### src/rtl/mem_port_arbiter_pkg.sv
// Shared definitions for the four-way memory port arbiter and its users.
// Requester indices match the 4:1 address/write-data mux select encoding.
package mem_port_arbiter_pkg;

    localparam int NREQ  = 4;
    localparam int SEL_W = 2;

    localparam logic [SEL_W-1:0] REQ_IF  = 2'd0;
    localparam logic [SEL_W-1:0] REQ_LS  = 2'd1;
    localparam logic [SEL_W-1:0] REQ_DMA = 2'd2;
    localparam logic [SEL_W-1:0] REQ_DBG = 2'd3;

    typedef enum logic [0:0] {
        IDLE = 1'b0,
        BUSY = 1'b1
    } arb_state_e;

    // Raw encodings for the FSM register; kept equal to arb_state_e.
    localparam logic [0:0] ST_IDLE = 1'b0;
    localparam logic [0:0] ST_BUSY = 1'b1;

    function automatic logic [NREQ-1:0] idx_to_onehot(input logic [SEL_W-1:0] idx);
        logic [NREQ-1:0] oh;
        oh      = '0;
        oh[idx] = 1'b1;
        return oh;
    endfunction

endpackage

### src/rtl/mem_port_arbiter_rr_picker.sv
// Combinational round-robin search: first unmasked request after 'last',
// wrapping from the top index back to zero.
module rr_picker
    import mem_port_arbiter_pkg::*;
(
    input  logic [NREQ-1:0]  req,
    input  logic [NREQ-1:0]  mask,
    input  logic [SEL_W-1:0] last,
    output logic             any,
    output logic [SEL_W-1:0] win
);

    logic [NREQ-1:0] eligible;

    assign eligible = req & ~mask;

    // Walk offsets from farthest to nearest so the nearest hit is kept.
    always_comb begin
        logic [SEL_W-1:0] cand;
        any  = 1'b0;
        win  = '0;
        cand = '0;
        for (int i = NREQ; i >= 1; i--) begin
            cand = last + SEL_W'(i);
            if (eligible[cand]) begin
                any = 1'b1;
                win = cand;
            end
        end
    end

endmodule

### src/rtl/mem_port_arbiter.sv
// Round-robin owner of the shared 32-bit memory port: holds the grant for a
// whole transaction, hands off without a bubble, and aborts on a stalled port.
//
//   state   | meaning
//   --------+---------------------------------------------------------------
//   ST_IDLE | no owner; grant/mem_valid low, sel holds the previous owner
//   ST_BUSY | owner in grant/sel, mem_valid high, watchdog counting stalls
module mem_port_arbiter #(
    parameter int NREQ    = 4,
    parameter int TIMEOUT = 255,
    parameter int CNT_W   = 8
) (
    input  logic                      clk,
    input  logic                      rst_n,
    input  logic [NREQ-1:0]           req,
    input  logic                      mem_ready,
    output logic [$clog2(NREQ)-1:0]   sel,
    output logic [NREQ-1:0]           grant,
    output logic                      mem_valid,
    output logic [NREQ-1:0]           done,
    output logic [NREQ-1:0]           err,
    output logic [CNT_W-1:0]          busy_cnt
);
    import mem_port_arbiter_pkg::*;

    localparam bit               WD_EN   = (TIMEOUT > 0);
    localparam logic [CNT_W-1:0] TO_LAST = WD_EN ? CNT_W'(TIMEOUT - 1) : '0;

    logic [0:0]       state_q;
    logic [SEL_W-1:0] sel_q;
    logic [SEL_W-1:0] last_q;
    logic [NREQ-1:0]  grant_q;
    logic             valid_q;
    logic [NREQ-1:0]  done_q;
    logic [NREQ-1:0]  err_q;
    logic [CNT_W-1:0] cnt_q;

    logic [NREQ-1:0]  pick_mask;
    logic             pick_any;
    logic [SEL_W-1:0] pick_win;
    logic             timeout_hit;
    logic             xfer_end;

    // The current owner never wins the re-arbitration at its own end.
    assign pick_mask   = (state_q == ST_BUSY) ? grant_q : '0;
    assign timeout_hit = WD_EN && (cnt_q == TO_LAST) && !mem_ready;
    assign xfer_end    = mem_ready || timeout_hit;

    rr_picker u_picker (
        .req  (req),
        .mask (pick_mask),
        .last (last_q),
        .any  (pick_any),
        .win  (pick_win)
    );

    always_ff @(posedge clk or negedge rst_n) begin
        if (!rst_n) begin
            state_q <= ST_IDLE;
            sel_q   <= '0;
            last_q  <= REQ_DBG;
            grant_q <= '0;
            valid_q <= 1'b0;
            done_q  <= '0;
            err_q   <= '0;
            cnt_q   <= '0;
        end else begin
            done_q <= '0;
            err_q  <= '0;
            case (state_q)
                ST_IDLE: begin
                    if (pick_any) begin
                        state_q <= ST_BUSY;
                        grant_q <= idx_to_onehot(pick_win);
                        sel_q   <= pick_win;
                        last_q  <= pick_win;
                        valid_q <= 1'b1;
                        cnt_q   <= '0;
                    end
                end
                ST_BUSY: begin
                    if (xfer_end) begin
                        // Completion takes precedence over a coincident timeout.
                        if (mem_ready) begin
                            done_q <= grant_q;
                        end else begin
                            err_q <= grant_q;
                        end
                        cnt_q <= '0;
                        if (pick_any) begin
                            grant_q <= idx_to_onehot(pick_win);
                            sel_q   <= pick_win;
                            last_q  <= pick_win;
                        end else begin
                            state_q <= ST_IDLE;
                            grant_q <= '0;
                            valid_q <= 1'b0;
                        end
                    end else if (cnt_q != '1) begin
                        cnt_q <= cnt_q + CNT_W'(1);
                    end
                end
                default: begin
                    state_q <= ST_IDLE;
                    grant_q <= '0;
                    valid_q <= 1'b0;
                    cnt_q   <= '0;
                end
            endcase
        end
    end

    assign sel       = sel_q;
    assign grant     = grant_q;
    assign mem_valid = valid_q;
    assign done      = done_q;
    assign err       = err_q;
    assign busy_cnt  = cnt_q;

endmodule

### config.mk
export PLATFORM = sky130hd
export DESIGN_NAME = mem_port_arbiter
export DESIGN_NICKNAME = d
export VERILOG_FILES = /design/src/rtl/mem_port_arbiter_pkg.sv /design/src/rtl/mem_port_arbiter_rr_picker.sv /design/src/rtl/mem_port_arbiter.sv
export SDC_FILE = /design/constraint.sdc
export NUM_CORES = 1
export LEC_CHECK = 0
export CAP_MARGIN = 15
export CORE_MARGIN = 2
export CORE_UTILIZATION = 60
export CTS_CLUSTER_SIZE = 8
export DETAILED_ROUTE_END_ITERATION = 7
export DONT_BUFFER_PORTS = 1
export PLACE_DENSITY = 0.85
export SLEW_MARGIN = 25
export SYNTH_ARGS = -nofsm -noshare
export SYNTH_HDL_FRONTEND = slang
export SYNTH_SLANG_ARGS = --single-unit
export TNS_END_PERCENT = 50
### constraint.sdc
create_clock -name clk -period 2.4 [get_ports clk]
set_input_delay 0.48 -clock clk [delete_from_list [all_inputs] [get_ports clk]]
set_output_delay 0.48 -clock clk [all_outputs]
set_load 0.005 [all_outputs]
==> metrics.md, run 1 <==
| Metric | Value |
|---|---|
| Worst EP required | roughly 2.6 ns |
| Initial Util | 62.9% |
| Nets | 152 |
| Drt pass-1 iters | 4 |
| IO Pins | 30 |
| Slew headroom | about three fifths |
| Max-slew violation count | 0 |
| Synth top area cells | dfrtp_1 43%, dfstp_2 3.8%, nand2_1 3.8%, xnor2_1 3.1%, ha_1 2.7% |
| Critical Path Start Type | flop |
| Iter 0 DRT Violations | 50 |
| Core area | around 2200 sq um |
| Avg Vias per Cell | between 6 and 7 |
| Netlist Area Pre-Place | roughly 1400 sq um |
| Total GRT Usage | approximately 23% |
| Worst-skew pair later-pin latency | between 0.3 and 0.4 ns |
| Placed cell count | between 150 and 200 |
| Area of the die | between 2000 and 3000 sq um |
| Post-synth top area share | around 43% |
| Vias in the first global route | slightly above 1k |
| Post-synthesis register bit count | 26 |
| R2r startpoint | state_q |
| Post-synth cell types | ~50 |
| Arr. time, crit path | 2.44 ns |
| Vias | ~1.1k |
| Final Setup Violations | 0 |
| Setup bufs post-CTS | 0 |
| Most common cell in the netlist | dfrtp_1 |
| List of most frequent post-synthesis cells | 24 x dfrtp_1, 14 x nand2_1, 10 x nor2_1, 6 x o21ai_0 |
| First-pass GRT wire length | 4620 um |
| Sequential cell area fraction in the yosys report | between 40% and 50% |
| Final Hold Viols | 0 |
| Average cell area after synthesis | around 10 sq um |
| CP startpoint | state_q |
| Post-synth EDFFs | 0 |
| Min setup slack post-route | around 0.17 ns |
| Min Tclk post-route | about 2.2 ns |
| H-tree levels | 1 |
| IO buf count | 0 |
| DP Wirelength | just over 2000 um |
| CTS root buf | clkbuf_4 |
| Max VDD drop | 869 uV |
| Routed WL per cell | around 16 um |
| Actual slew at the worst max-slew pin | 0.595 ns |
| Worst Path Class, Setup | reg -> reg |
| Leakage | slightly below 0.7 nW |
| Crit. End Element | flop |
| Prevailing post-synth register cell | dfrtp_1 |
| RD Place Congestion | roughly 0.86 |
| TritonCTS clock tree | done |
| FFs w/ async S/R, synth | 100% |
| Die height | 52.2 um |
| Antenna diode instance count | 0 |
| Status | complete, no violations |
| Min Hold Slack | about 0.32 ns |
| DRC viols | 0 |
| Max Clock Skew | ~0.0076 ns |
| Maximum clock path buffer count | 2 |
| Share of layout cells above drive strength 1 | between 10% and 20% |
| Clock sinks | 26 |
| Post-route clock period utilization | between 90% and 100% |
| Syn nets | around 140 |
| P per Cell Area | around 940 nW/um^2 |
| Min-delay src | mem_ready |
| CTS Buf Count | 3 |
| Die W | between 50 and 60 um |
| Pre-CTS setup slack | roughly 0.098 ns |
| Fmax | about 0.45 GHz |
| Gate Count Post-Synth | roughly 130 |
| Remaining global-route overflow | 0 |
| Final std cells w/o fill | between 150 and 200 |
| Crit Path Max Fanout | 9 |
| Post-DRT Antenna Nets | 0 |
| Fillers | 171 |
| Post-Route WL | between 2000 and 3000 um |
| Max-cap viol count | 0 |
| Unrepaired setup endpoints after global routing | false |
| Initial antenna violation count | 0 |
| Area leader, netlist | dfrtp_1 |
| Synth-to-Final Area Change | 7.37% |
| # rows | 17 |
| Largest net degree at the start of global routing | 27 |
| Clk slew on worst S/H paths | about 0.13 ns |
| Worst Hold Class | in -> reg |
| Synthesis Warnings | 0 |
| Setup TNS | 0 ns |
## worst max-delay path, stage by stage, from the launching register on
cell	delay, ns
dfrtp_1	0.49
a21bo_2	0.26
nand2b_1	0.13
nor2_1	0.08
ha_1	0.25
nor2b_1	0.20
nand2_1	0.10
a2111oi_1	0.41
xnor2_1	0.17
nor2_1	0.05
## cells in the final DEF (no fill, tap or decap), types with 2 or more instances in the layout
cell type	count
and2_1	4
a22o_1	3
clkbuf_4	3
o31ai_1	3
buf_4	4
and3_1	4
nor2b_1	2
nand2_1	14
dfrtp_1	24
xnor2_1	5
a21oi_1	2
nand2b_1	4
o22ai_1	2
dfstp_2	2
a32oi_1	2
a21o_1	2
a41oi_1	2
ha_1	3
a2111oi_1	2
mux2_2	3
o21ai_1	2
o21ai_0	6
nor2_1	10
inv_1	5
## metal layers
metal	GRT usage, %	wire length (um)	share of wire, %
met3	4.02	175	6.3
met1	31.2	1260	45
met4	8.55	39	1.4
met2	36.7	1310	47
met5	0	0	0
## registers in the layout, summed over array words and instances, names as in the netlist
register and count:
mem_valid 1, grant 4, sel 2, last_q 2, state_q 1, err 4, busy_cnt 8, done 4
## worst paths after layout
path / endpoint / slack, ns / depth (start not counted)
worst max-delay path: busy_cnt[7] / 0.17 / 9
worst min-delay path: done[0] / 0.32 / 1
worst max register to register: busy_cnt[7] / 0.17 / 9
worst min register to register: sel[1] / 0.53 / 1
max in group asynchronous: last_q[0] / 1.57 / 2
min in group asynchronous: err[3] / 0.60 / 2
## logic make-up (layout without fill, tap and decap cells)
logic type	after synthesis	after routing	share of synthesized area (%)
AND/OR/NAND/NOR	47	47	18.3
AO/OA/AOI/OAI	39	39	21.1
flip-flops	26	26	46.9
buffers and inverters	8	15	2.88
XOR/XNOR	6	6	3.78
multiplexers	5	5	4.23
adder cells (fa/ha/maj)	3	3	2.70
## cell type report
type / instances / area, sq um / area share [%]
Multi-Input combinational cell: 100 / 701 / 46.9
Sequential cell: 26 / 653 / 43.7
Timing Repair Buffer: 6 / 60.1 / 4.02
Tap cell: 28 / 35.0 / 2.35
Clock buffer: 4 / 26.3 / 1.76
Inverter: 5 / 18.8 / 1.26
## through the flow
step | power (mW) | instance area (sq um) | utilization, %
6_report | 1.40 | 1490 | 67.5
3_5_place_dp | 1.19 | 1440 | 64.9
3_3_place_gp | 1.18 | 1440 | 64.9
5_1_grt | 1.50 | 1490 | 67.5
2_1_floorplan | 1.06 | 1390 | -
4_1_cts | 1.40 | 1490 | 67.4
## report_power, final
part	switching [mW]	internal [mW]	leakage [nW]
Sequential	0.140	0.547	0.340
Combinational	0.277	0.250	0.322
Clock	0.121	0.0650	0.0150
Total	0.537	0.863	0.677
## repair_timing
action                     4_1_cts  5_1_grt
setup endpoints to repair        0        3
resized for setup                0        3
hold endpoints to repair        26        0
hold buffers                     2        0
No activity file was read; power rests on OpenSTA's default activity.
==> inputs of run 2 (changes only) <==
--- a/config.mk
+++ b/config.mk
@@ -8,6 +8,7 @@
 export CAP_MARGIN = 15
 export CORE_MARGIN = 2
 export CORE_UTILIZATION = 60
+export CTS_BUF_LIST = sky130_fd_sc_hd__clkbuf_8
 export CTS_CLUSTER_SIZE = 8
 export DETAILED_ROUTE_END_ITERATION = 7
 export DONT_BUFFER_PORTS = 1
==> run 2 against run 1 <==
Routed wire length increased by 4.1%. Design area about the same. Critical path depth decreased by 4. Flip-flop and latch count unchanged. Sequential power about the same. Non-clock buffer count decreased by 1. Critical path type unchanged.
==> metrics.md, run 2 (synthesis gave the netlist of run 1 again) <==
| Metric | Value |
|---|---|
| Worst Path Class, Setup | reg -> reg |
| Fmax | 0.455 GHz |
| Min setup slack post-route | just over 0.2 ns |
| Core area | between 2000 and 2500 sq um |
| Vias | around 1.1k |
| Die height | 52.2 um |
| Worst EP required | around 2.6 ns |
| RD Place Congestion | about 0.86 |
| Worst-skew pair later-pin latency | roughly 0.27 ns |
| Avg Vias per Cell | about 6.4 |
| Register Area | 653 sq um |
| Remaining global-route overflow | 0 |
| Fillers | 171 |
| Drt pass-1 iters | 4 |
| Nets | roughly 150 |
| Initial antenna violation count | 0 |
| Final instance area | approximately 1500 sq um |
| Clk slew on worst S/H paths | 0.09 ns |
| Die W | around 52 um |
| Max Clock Skew | 0.00561 ns |
| Status | complete, no violations |
| CTS Buf Count | 3 |
| Area of the die | 2720 sq um |
| DRC viols | 0 |
| Pre-CTS setup slack | just under 0.1 ns |
| Largest net degree at the start of global routing | 25 |
| Share of layout cells above drive strength 1 | between 10% and 20% |
| Setup TNS | 0 ns |
| Setup bufs post-CTS | 0 |
| Vias in the first global route | 1026 |
| Commonest cells after routing, fill and taps aside | 24 x dfrtp_1, 14 x nand2_1, 10 x nor2_1, 6 x inv_1, 6 x o21ai_0 |
| Crit. End Element | flop |
| First-pass GRT wire length | 4770 um |
| Crit Path Max Fanout | 8 |
| Arr. time, crit path | between 2 and 2.5 ns |
| Final Setup Violations | 0 |
| Clock sinks | 26 |
| Final Hold Viols | 0 |
| Max reg flops | 8 |
| Max-slew violation count | 0 |
| DP Wirelength | approximately 2100 um |
| H-tree levels | 1 |
| Critical Path Start Type | flop |
| Routed WL per cell | ~17 um |
| Maximum clock path buffer count | 2 |
| Total GRT Usage | a little under a quarter |
| Total power | 1.45 mW |
| IO Pins | 30 |
| Max VDD drop | around 870 uV |
| Unrepaired setup endpoints after global routing | false |
| Max-cap viol count | 0 |
| Initial Util | between 60% and 70% |
| P per Cell Area | a little under 1000 nW/um^2 |
| TritonCTS clock tree | done |
| Post-Route WL | around 2900 um |
| Commonest non-fill, non-tap cell in the layout | dfrtp_1 |
| Actual slew at the worst max-slew pin | ~0.63 ns |
| IO buf count | 0 |
| Synth-to-Final Area Change | 7.28% |
| Iter 0 DRT Violations | 36 |
| Post-route clock period utilization | roughly nine tenths |
| Post-DRT Antenna Nets | 0 |
| # rows | 17 |
| Antenna diode instance count | 0 |
| Placed Area | between 1000 and 1500 sq um |
| Worst Hold Class | in -> async |
| CTS root buf | clkbuf_8 |
| Min Tclk post-route | approximately 2.2 ns |
| Slew headroom | ~58% |
| Leakage | just under 0.7 nW |
| Multi-input gate area | ~710 sq um |
==> run 2: cell count changes in the layout (fill, tap and decap cells not counted) <==
cell | previous run | this run
dlygate4sd3_1 | 1 | 0
clkbuf_4 | 3 | 0
buf_12 | 1 | 0
a2111oi_1 | 2 | 1
clkbuf_1 | 1 | 0
a2111oi_2 | 0 | 1
buf_2 | 0 | 1
inv_1 | 5 | 6
clkbuf_8 | 0 | 3
==> run 2: repair_timing <==
action | 4_1_cts | 5_1_grt
endpoints found under the setup margin | 0 | 3
hold endpoints to repair | 24 | 0
hold buffers | 1 | 0
resized for setup | 0 | 4
==> run 2: critical path, stage by stage (launching register included) <==
cell and delay [ns]:
dfstp_2 0.65, mux2_4 0.33, a2111oi_1 0.47, o31ai_1 0.24
nor3_4 0.28, a22o_1 0.18
==> run 2: worst paths after layout <==
path,to,start,cells after the start,slack (ns)
min in group clk,done[0],mem_ready,1,0.37
worst min register to register,sel[1],sel[1],1,0.52
worst max-delay path,grant[2],last_q[0],5,0.20
worst min-delay path,last_q[0],rst_n,0,0.05
max in group asynchronous,state_q,rst_n,1,1.87
worst max register to register,grant[2],last_q[0],5,0.20
==> run 2: per-stage QoR <==
| step | instances | hold slack, ns | util [%] |
|---|---|---|---|
| floorplan | 134 | 0.184 | - |
| global placement | 163 | 0.185 | 64.9 |
| detailed placement | 163 | 0.185 | 64.9 |
| CTS | 168 | 0.0481 | 67.4 |
| global route | 168 | 0.0385 | 67.5 |
| finish | 168 | 0.0498 | 67.5 |
==> run 2: cell type report <==
cell class                      instances  share of cell area, %
Clock buffer                            3                   2.77
Multi-Input combinational cell        100                   47.3
Inverter                                5                   1.26
Tap cell                               28                   2.35
Sequential cell                        26                   43.8
Timing Repair Buffer                    5                   2.35
Clock inverter                          1                  0.251
==> run 2: layer usage <==
metal  vias to the layer above  part of all wire [%]  GRT usage (%)
met5                         -                     0              0
met4                         0                   1.7           9.40
met3                         7                   5.2           4.02
met2                        35                    47           38.0
met1                       522                    46           32.7
li1                        509                     -              -
==> run 2: power breakdown <==
| part | switching (mW) | internal, mW |
|---|---|---|
| Clock | 0.128 | 0.114 |
| Combinational | 0.279 | 0.247 |
| Sequential | 0.138 | 0.548 |
| Total | 0.546 | 0.909 |
